## config.mk

```make
export PLATFORM = sky130hd
export DESIGN_NAME = sync_fifo_flags_flat
export DESIGN_NICKNAME = d
export VERILOG_FILES = /design/src/rtl/sync_fifo_pkg.sv /design/src/rtl/sync_fifo_flags_if.sv /design/src/rtl/sync_fifo_ram.sv /design/src/rtl/sync_fifo_flags.sv /design/src/flat_wrapper.sv
export SDC_FILE = /design/constraint.sdc
export NUM_CORES = 1
export LEC_CHECK = 0
export ABC_AREA = 1
export BUFFER_PORTS_ARGS = -buffer_cell sky130_fd_sc_hd__buf_2
export CORE_MARGIN = 5
export CORE_UTILIZATION = 57
export CTS_BUF_LIST = sky130_fd_sc_hd__clkbuf_4 sky130_fd_sc_hd__clkbuf_8
export CTS_CLUSTER_DIAMETER = 40
export DETAILED_ROUTE_END_ITERATION = 7
export PLACE_DENSITY = 0.8
export SYNTH_ARGS = -nofsm -noshare
export SYNTH_HDL_FRONTEND = slang
export SYNTH_SLANG_ARGS = --single-unit
```

## constraint.sdc

```tcl
create_clock -name clk -period 2.25 [get_ports clk]
set_clock_uncertainty 0.1 [all_clocks]
set_input_delay 0.5625 -clock clk [delete_from_list [all_inputs] [get_ports clk]]
set_output_delay 0.5625 -clock clk [all_outputs]
set_load 0.01 [all_outputs]
```

## src/rtl/sync_fifo_pkg.sv

```systemverilog
// Shared width helpers and default thresholds for the sync_fifo_flags FIFO family.
package sync_fifo_pkg;

    localparam int AE_THRESH_DEF = 2;
    localparam int AF_MARGIN_DEF = 2;

    function automatic int ptr_w(input int depth);
        return $clog2(depth);
    endfunction

    // One extra bit so that a completely full FIFO (count == DEPTH) is representable.
    function automatic int cnt_w(input int depth);
        return $clog2(depth) + 1;
    endfunction

endpackage

```

## src/rtl/sync_fifo_flags_if.sv

```systemverilog
// Handshake, data and status bundle between a FIFO user (master) and sync_fifo_flags (slave).
interface sync_fifo_flags_if
    import sync_fifo_pkg::*;
#(
    parameter int WIDTH = 8,
    parameter int DEPTH = 16
) ();

    logic                      wr_en;
    logic [WIDTH-1:0]          wr_data;
    logic                      rd_en;
    logic [WIDTH-1:0]          rd_data;
    logic                      rd_valid;
    logic                      err_clr;
    logic [cnt_w(DEPTH)-1:0]   count;
    logic                      empty;
    logic                      full;
    logic                      almost_empty;
    logic                      almost_full;
    logic                      overflow;
    logic                      underflow;

    modport master (
        output wr_en, wr_data, rd_en, err_clr,
        input  rd_data, rd_valid, count, empty, full,
               almost_empty, almost_full, overflow, underflow
    );

    modport slave (
        input  wr_en, wr_data, rd_en, err_clr,
        output rd_data, rd_valid, count, empty, full,
               almost_empty, almost_full, overflow, underflow
    );

endinterface

```

## src/rtl/sync_fifo_ram.sv

```systemverilog
// Simple dual-port storage: synchronous write, registered read port by default,
// asynchronous read port when SYNC_FIFO_FWFT_EN is defined.
module sync_fifo_ram
    import sync_fifo_pkg::*;
#(
    parameter int WIDTH = 8,
    parameter int DEPTH = 16
) (
    input  logic                    clk,
`ifndef SYNC_FIFO_FWFT_EN
    input  logic                    rst,
    input  logic                    re,
`endif
    input  logic                    we,
    input  logic [ptr_w(DEPTH)-1:0] waddr,
    input  logic [WIDTH-1:0]        wdata,
    input  logic [ptr_w(DEPTH)-1:0] raddr,
    output logic [WIDTH-1:0]        rdata
);

    logic [WIDTH-1:0] mem_q [DEPTH];

    always_ff @(posedge clk) begin
        if (we) begin
            mem_q[waddr] <= wdata;
        end
    end

`ifdef SYNC_FIFO_FWFT_EN
    assign rdata = mem_q[raddr];
`else
    logic [WIDTH-1:0] rdata_q;
    logic [WIDTH-1:0] rdata_d;

    // Output register holds its word between pops; only this register is reset, never the array.
    always_comb begin
        rdata_d = rdata_q;
        if (re) begin
            rdata_d = mem_q[raddr];
        end
    end

    always_ff @(posedge clk) begin
        if (rst) begin
            rdata_q <= '0;
        end else begin
            rdata_q <= rdata_d;
        end
    end

    assign rdata = rdata_q;
`endif

endmodule

```

## src/rtl/sync_fifo_flags.sv

```systemverilog
// Single-clock FIFO with occupancy count, almost-full/empty thresholds and sticky error flags.
// Define SYNC_FIFO_FWFT_EN for first-word-fall-through reads; default is registered reads.
module sync_fifo_flags
    import sync_fifo_pkg::*;
#(
    parameter int WIDTH     = 8,
    parameter int DEPTH     = 16,
    parameter int AF_THRESH = DEPTH - AF_MARGIN_DEF,
    parameter int AE_THRESH = AE_THRESH_DEF
) (
    input  logic             clk,
    input  logic             rst,
    sync_fifo_flags_if.slave bus
);

    localparam int PW = ptr_w(DEPTH);
    localparam int CW = cnt_w(DEPTH);

    localparam logic [CW-1:0] CNT_FULL = CW'(DEPTH);
    localparam logic [CW-1:0] CNT_AF   = CW'(AF_THRESH);
    localparam logic [CW-1:0] CNT_AE   = CW'(AE_THRESH);

    if (WIDTH < 1) begin : g_chk_width
        $error("sync_fifo_flags: WIDTH must be at least 1");
    end
    if (DEPTH < 2 || (DEPTH & (DEPTH - 1)) != 0) begin : g_chk_depth
        $error("sync_fifo_flags: DEPTH must be a power of two and at least 2");
    end
    if (AF_THRESH < 1 || AF_THRESH > DEPTH) begin : g_chk_af
        $error("sync_fifo_flags: AF_THRESH must lie in 1..DEPTH");
    end
    if (AE_THRESH < 0 || AE_THRESH > DEPTH - 1) begin : g_chk_ae
        $error("sync_fifo_flags: AE_THRESH must lie in 0..DEPTH-1");
    end

    logic [PW-1:0] wr_ptr_q, wr_ptr_d;
    logic [PW-1:0] rd_ptr_q, rd_ptr_d;
    logic [CW-1:0] count_q, count_d;
    logic          overflow_q, overflow_d;
    logic          underflow_q, underflow_d;
    logic          empty, full;
    logic          wr_acc, rd_acc;

    // Status flags decode only registered state, so they never glitch on input changes.
    assign empty = (count_q == '0);
    assign full  = (count_q == CNT_FULL);

    always_comb begin
        wr_acc   = bus.wr_en && !full;
        rd_acc   = bus.rd_en && !empty;
        wr_ptr_d = wr_ptr_q + PW'(wr_acc);
        rd_ptr_d = rd_ptr_q + PW'(rd_acc);

        count_d = count_q;
        case ({wr_acc, rd_acc})
            2'b10:   count_d = count_q + CW'(1);
            2'b01:   count_d = count_q - CW'(1);
            default: count_d = count_q;
        endcase

        // A new rejection outranks a same-cycle clear so that no error event is lost.
        overflow_d  = (bus.wr_en && full)  || (overflow_q  && !bus.err_clr);
        underflow_d = (bus.rd_en && empty) || (underflow_q && !bus.err_clr);
    end

    always_ff @(posedge clk) begin
        if (rst) begin
            wr_ptr_q    <= '0;
            rd_ptr_q    <= '0;
            count_q     <= '0;
            overflow_q  <= 1'b0;
            underflow_q <= 1'b0;
        end else begin
            wr_ptr_q    <= wr_ptr_d;
            rd_ptr_q    <= rd_ptr_d;
            count_q     <= count_d;
            overflow_q  <= overflow_d;
            underflow_q <= underflow_d;
        end
    end

`ifdef SYNC_FIFO_FWFT_EN
    assign bus.rd_valid = !empty;
`else
    logic rd_valid_q, rd_valid_d;

    assign rd_valid_d = rd_acc;

    always_ff @(posedge clk) begin
        if (rst) begin
            rd_valid_q <= 1'b0;
        end else begin
            rd_valid_q <= rd_valid_d;
        end
    end

    assign bus.rd_valid = rd_valid_q;
`endif

    sync_fifo_ram #(
        .WIDTH (WIDTH),
        .DEPTH (DEPTH)
    ) u_ram (
        .clk   (clk),
`ifndef SYNC_FIFO_FWFT_EN
        .rst   (rst),
        .re    (rd_acc),
`endif
        .we    (wr_acc),
        .waddr (wr_ptr_q),
        .wdata (bus.wr_data),
        .raddr (rd_ptr_q),
        .rdata (bus.rd_data)
    );

    assign bus.count        = count_q;
    assign bus.empty        = empty;
    assign bus.full         = full;
    assign bus.almost_empty = (count_q <= CNT_AE);
    assign bus.almost_full  = (count_q >= CNT_AF);
    assign bus.overflow     = overflow_q;
    assign bus.underflow    = underflow_q;

endmodule

```

## src/flat_wrapper.sv

```systemverilog
// flat-port wrapper written by rule: the top's interface ports become plain ports
module sync_fifo_flags_flat import sync_fifo_pkg::*;
#(
    parameter int WIDTH     = 8,
    parameter int DEPTH     = 16,
    parameter int AF_THRESH = DEPTH - AF_MARGIN_DEF,
    parameter int AE_THRESH = AE_THRESH_DEF
)
  (clk, rst, bus_wr_en, bus_wr_data, bus_rd_en, bus_err_clr, bus_rd_data, bus_rd_valid, bus_count, bus_empty, bus_full, bus_almost_empty, bus_almost_full, bus_overflow, bus_underflow);
  sync_fifo_flags_if #(.WIDTH(WIDTH), .DEPTH(DEPTH)) bus_i ();
  input  logic clk;
  input  logic rst;
  input wire logic [$bits(bus_i.wr_en)-1:0] bus_wr_en;
  input wire logic [$bits(bus_i.wr_data)-1:0] bus_wr_data;
  input wire logic [$bits(bus_i.rd_en)-1:0] bus_rd_en;
  input wire logic [$bits(bus_i.err_clr)-1:0] bus_err_clr;
  output wire logic [$bits(bus_i.rd_data)-1:0] bus_rd_data;
  output wire logic [$bits(bus_i.rd_valid)-1:0] bus_rd_valid;
  output wire logic [$bits(bus_i.count)-1:0] bus_count;
  output wire logic [$bits(bus_i.empty)-1:0] bus_empty;
  output wire logic [$bits(bus_i.full)-1:0] bus_full;
  output wire logic [$bits(bus_i.almost_empty)-1:0] bus_almost_empty;
  output wire logic [$bits(bus_i.almost_full)-1:0] bus_almost_full;
  output wire logic [$bits(bus_i.overflow)-1:0] bus_overflow;
  output wire logic [$bits(bus_i.underflow)-1:0] bus_underflow;
  assign bus_i.wr_en = bus_wr_en;
  assign bus_i.wr_data = bus_wr_data;
  assign bus_i.rd_en = bus_rd_en;
  assign bus_i.err_clr = bus_err_clr;
  assign bus_rd_data = bus_i.rd_data;
  assign bus_rd_valid = bus_i.rd_valid;
  assign bus_count = bus_i.count;
  assign bus_empty = bus_i.empty;
  assign bus_full = bus_i.full;
  assign bus_almost_empty = bus_i.almost_empty;
  assign bus_almost_full = bus_i.almost_full;
  assign bus_overflow = bus_i.overflow;
  assign bus_underflow = bus_i.underflow;
  sync_fifo_flags #(.WIDTH(WIDTH), .DEPTH(DEPTH), .AF_THRESH(AF_THRESH), .AE_THRESH(AE_THRESH)) u_core (.clk(clk), .rst(rst), .bus(bus_i));
endmodule
```

# Word-level counts from Yosys, hierarchy flattened
# Memory sizes are Yosys's and may differ from the RTL's. A register that Yosys moved wholly into a read port is not among the register bits.
# Cells that the tools add are included.
# classes
add_sub_neg	4
n_lt_le_gt_ge	2
n_eq_ne	3
muxes	3
n_reduce_logical	13
# op_table
operator	count
one-hot mux 5 bit (2 select lines)	1
adder 4 x 1 -> 4 bit	2
logical AND 1 bit	6
adder 5 x 1 -> 5 bit (second input constant)	1
equality test 5 bit (second input constant)	1
greater-or-equal comparator 5 x 4 -> 1 bit (second input constant)	1
less-or-equal comparator 5 x 2 -> 1 bit (second input constant)	1
logical NOT 5 bit	1
subtractor 5 x 1 -> 5 bit (second input constant)	1
logical NOT 1 bit	3
equality test 2 x 1 -> 1 bit (second input constant)	1
equality test 2 bit (second input constant)	1
logical OR 1 bit	2
two-way mux 1 bit	2
nonzero test 2 bit	1
# totals
ff_bits	16
ramBits	128
inputBits	13
out_inout_bits	20
word_cells	32
memories	1
# memory_table
name	words	word_bits	read_ports	rd_clocked_by_memory_dff	write_ports	line_no	source
u_core.u_ram.mem_q	16	8	1	1	1	sync_fifo_ram.sv:21	logic [WIDTH-1:0] mem_q [DEPTH];

# Longest topological paths before layout
# depth
word_depth	5
depth_mapped	16
ltp_nobuf	16

# Cells and area by module
# A second synthesis with hierarchy kept.
# hier_totals
hier_cells	608
hier_area_um2	6463.7
# modules_own_cells
mod	instances	cells_per_inst	area_each_um2	seq_area_each_um2
sync_fifo_ram	1	490	5577.8	4003.8
sync_fifo_flags	1	118	885.8	320.3

# Least setup slack after synthesis
# OpenSTA, ideal clock, no wires.
# synth_timing
path_type	reg2reg
start	register u_core.count_q[0], in the netlist u_core.bus.count[0]
end	register u_core.count_q[4], in the netlist u_core.bus.count[4]
setup_time_ps	71
t_arrival_ps	1998
required_ps	2079
slack_ps	81
stages_incl_launch_ff	17
path_buffers	1
synth_period_minus_slack_ps	2169
cell_sequence	dfxtp_1 inv_1 nand4_2 nand2_2 inv_2 buf_6 ha_1 xor2_1 ha_1 inv_1 nand2_1 nand3_1 nand2_1 nand2_1 nand2_1 nand2_1 a21oi_1
# synth_via
elab_chain_len	5
word_cells_on_any_way	12
cone_classes	2 x add/sub; 3 x eq/ne; 1 x mux; 6 x reduce/logical
# synth_rtl
item	line_no	source
start, declared	sync_fifo_flags.sv:38	logic [CW-1:0] count_q, count_d;
start signal, assigned	sync_fifo_flags.sv:76	count_q <= count_d;
logical NOT 5 bit *	sync_fifo_flags.sv:45	assign empty = (count_q == '0);
logical NOT 1 bit *	sync_fifo_flags.sv:50	rd_acc = bus.rd_en && !empty;
logical AND 1 bit *	sync_fifo_flags.sv:50	
net u_core.rd_acc	sync_fifo_flags.sv:42	logic wr_acc, rd_acc;
equality test 2 x 1 -> 1 bit or equality test 2 bit (tied branches)	sync_fifo_flags.sv:55	case ({wr_acc, rd_acc})
one-hot mux 5 bit (2 select lines) or nonzero test 2 bit (tied branches)	-	
# The timed path passes the listed nets; every way through them passes the cells marked *.
# A chain may end at the register's enable or synchronous reset.

# Final worst setup path
# layout_timing
start	register u_core.count_q[1], in the netlist u_core.bus.count[1]
end	output bus_almost_empty
# layout_via
elab_chain_len	1
# layout_rtl
item	line_no	source
less-or-equal comparator 5 x 2 -> 1 bit	sync_fifo_flags.sv:119	assign bus.almost_empty = (count_q <= CNT_AE);
end, declared	flat_wrapper.sv:22	output wire logic [$bits(bus_i.almost_empty)-1:0] bus_almost_empty;
# No other way between the ends.

==> implementation parameters <==
Parameter                              Value

Status
  Run status    finished clean

Timing
  Min setup slack post-route    0.1094 ns
  Number of failing setup endpoints in the final timing report    0
  Fin crit share    0.9514
  Timing-limited maximum frequency    467.2 MHz
  Relative max-transition margin    0.5454
  Crit path time final    2.141 ns
  Transition at the pin with the smallest max-transition slack    0.6818 ns
  Number of pins exceeding their max-slew limit in the final report    0
  Number of endpoints with negative hold slack in the final report    0

Place
  Number of port buffers    32
  Placed Area    0.007015 mm²
  Placer Congestion    0.8440
  DP Cell Count    849
  Worst setup timing slack at the placement stage    0.1038 ns
  DPL Wire Length    9.180 mm

Layout
  Number of fill cells in the layout    874
  Area growth from synthesis to layout    11.74%
  Total area of multi-input combinational cells    0.001804 mm²
  # nets final    747
  Antenna fix cells    0
  Area used by sequential logic in the layout    0.004327 mm²
  Fraction of layout cells with a size suffix above 1    0.1514
  Final instance count without filler cells    883
  Final instance area    0.007443 mm²

Synth
  Synthesized area    0.006661 mm²
  Xor/xnor share of the synthesized area    0.006574
  Multiplexer fraction of the synthesized cell area    0
  Synth area leader    edfxtp_1
  Share of Yosys cell area claimed by the top area cell type    0.5770
  Number of enable-type register cells in the synthesized netlist    128
  Synthesized area per cell    9.869 µm²
  Synth async-reset ratio    0
  Synth top area cells    edfxtp_1 (58%), nand2_1 (11%), nand3_1 (7.4%)
  Synth Area in Adders    0.01315
  Gate Count Post-Synth    675
  Largest family of logic cells by synthesized area    simple AND/OR/NAND/NOR gates
  Register bit count reported by yosys    152
  Unique masters post-synth    26
  Total of warnings raised by yosys    0
  Fraction of the yosys area taken by sequential cells    0.6491
  Library cell with the highest instance count after synthesis    nand2_1
  Fraction of the mapped netlist area in compound gates    0.01897
  Main flop type after synthesis    edfxtp_1
  Basic-gate share of the synthesized area counting and, or, nand and nor cells    0.2261
  Syn nets    695
  Post-synth top cells    nand2_1 (199), edfxtp_1 (128), nand3_1 (99)

Routing
  Initial drt markers    393
  Drt pass-1 iters    7
  Count of antenna-violating nets left after detailed routing    0
  Detailed-route DRC error count    0
  Average detailed-routed wire length per instance    15.96 µm
  Total via count in the routed design    4,702
  DRT Wirelength    14.10 mm
  Via-to-Cell Ratio    5.325

Clock tree
  Number of buffers added to fix hold violations after cts    0
  Cts bufs inserted    17
  TritonCTS clock tree    built
  Clock sink count    152
  Maximum root-to-sink buffer count    2
  Total number of H-tree levels    4
  Clk root buf    clkbuf_8
  Clock-pin slew on the worst setup and hold paths    0.08 ns
  Clock latency reported for the late side of the worst-skew pair    0.45 ns

Critical path
  Worst path arrival time    1.48 ns
  Crit Reg-Reg Endpoint    u_core.bus.count[3]
  CP endpoint    bus_almost_empty
  Critical path startpoint category    flip-flop
  Flop-to-flop setup slack    0.14 ns
  Origin of the critical flop-to-flop path    u_core.bus.count[3]
  Crit Path Category    flip-flop to output port
  Worst R2R Path Depth    16
  Critical path fanouts, max    6
  Data required, critical path    1.59 ns
  Endpoint kind of the worst setup timing path    output port
  Startpoint of the worst setup timing path    u_core.bus.count[1]

Floorplan
  Starting density of the core    0.5834
  Number of placed I/O pins    33
  Height of the die    118.1 µm
  Area of the die    0.01395 mm²
  Standard-cell rows    39
  Die Wd    118.1 µm
  Placeable core region    0.01142 mm²

Power and ir drop
  Power density over the cells    1070 mW/mm²
  Max VDD drop    799.7 µV
  Leakage dissipation    3.222 nW
  Total Power    7.964 mW

Flow run
  Number of maximum-capacitance constraint violations    0

Global route
  Maximum number of pins on one net before global-route repair    66
  Total routing resource utilization after global routing    0.2077
  Number of antenna violations at the first check in global routing    0
  Overflow left after global routing    0
  Vias in the first global route    4,558
  Wire length of the first global-routing pass    22.80 mm

Hold path
  HP Start    bus_rd_en
  Cell depth of the worst hold path    3
  Worst min-delay path category    primary input to flip-flop
cells in the final DEF, fill, tap and decap left out, types with 3 or more instances in the layout:
master,instances
inv_6,3
nor2_1,55
clkbuf_8,17
clkinvlp_4,3
nand2_1,198
buf_4,26
dfxtp_1,22
nand2_2,3
inv_2,6
buf_2,32
o21ai_0,8
nand3_2,3
inv_1,94
nand3_1,98
edfxtp_1,128
clkinv_1,3
a21oi_1,8
ha_1,5
clkinv_4,4
final cells by class:
cell class	instances	share of cell area
timing repair buffer	60	0.05194
clock buffer	18	0.03244
clock inverter	14	0.01698
multi-input combinational	395	0.2424
tap	143	0.02404
sequential	152	0.5813
inverter	101	0.05093
cell families after synthesis:
logic type / count (synthesis)
flip-flops: 152
buffers and inverters: 128
AO/OA/AOI/OAI: 23
XOR/XNOR: 5
AND/OR/NAND/NOR: 360
adder cells (fa/ha/maj): 7
routing by layer:
layer  global-route usage  routed length, µm  vias up
li1                     -                  -     2282
met1               0.2646               5650     2211
met2               0.3481               7137      187
met3              0.05478               1107       22
met4              0.06523                199        0
met5                    0                  0        -
how the worst min path moves through the flow:
stage	slack, ns	endpoint
floorplan	0.39	u_core.bus.overflow
global placement	0.35	u_core.bus.underflow
detailed placement	0.36	u_core.bus.underflow
CTS	0.24	u_core.bus.rd_valid
global route	0.26	u_core.bus.rd_valid
finish	0.27	u_core.bus.rd_valid
per-stage QoR:
stage	TNS [ns]	hold slack [ns]	util
after floorplan	0	0.3872	-
after global placement	0	0.3481	0.6144
after detailed placement	0	0.3642	0.6144
after CTS	0	0.2430	0.6466
after global routing	-0.02824	0.2626	0.6519
final	0	0.2709	0.6519
state kept, by name (all words and copies together) (netlist names):
signal and cells:
u_core.u_ram.rdata 8, u_core.rd_ptr_q 4, u_core.wr_ptr_q 4, u_core.u_ram.mem_q 128, u_core.bus.count 5, u_core.bus.rd_valid 1
u_core.bus.underflow 1, u_core.bus.overflow 1
repair_timing:
action,4_1_cts,5_1_grt
buffers inserted,0,2
setup endpoints to repair,0,4
resized for setup,0,13
report_power, final:
| group | leakage, nW | internal [mW] | switching [mW] |
|---|---|---|---|
| registers | 1.35 | 3.25 | 0.122 |
| logic | 1.69 | 0.903 | 1.76 |
| clock network | 0.179 | 0.891 | 1.03 |
worst max-delay path, cell delays in order (launching register included):
cell and delay, ns:
dfxtp_1 0.33, buf_4 0.17, a2111oi_2 0.35, buf_2 0.19
(Power assumes the default switching activity.)
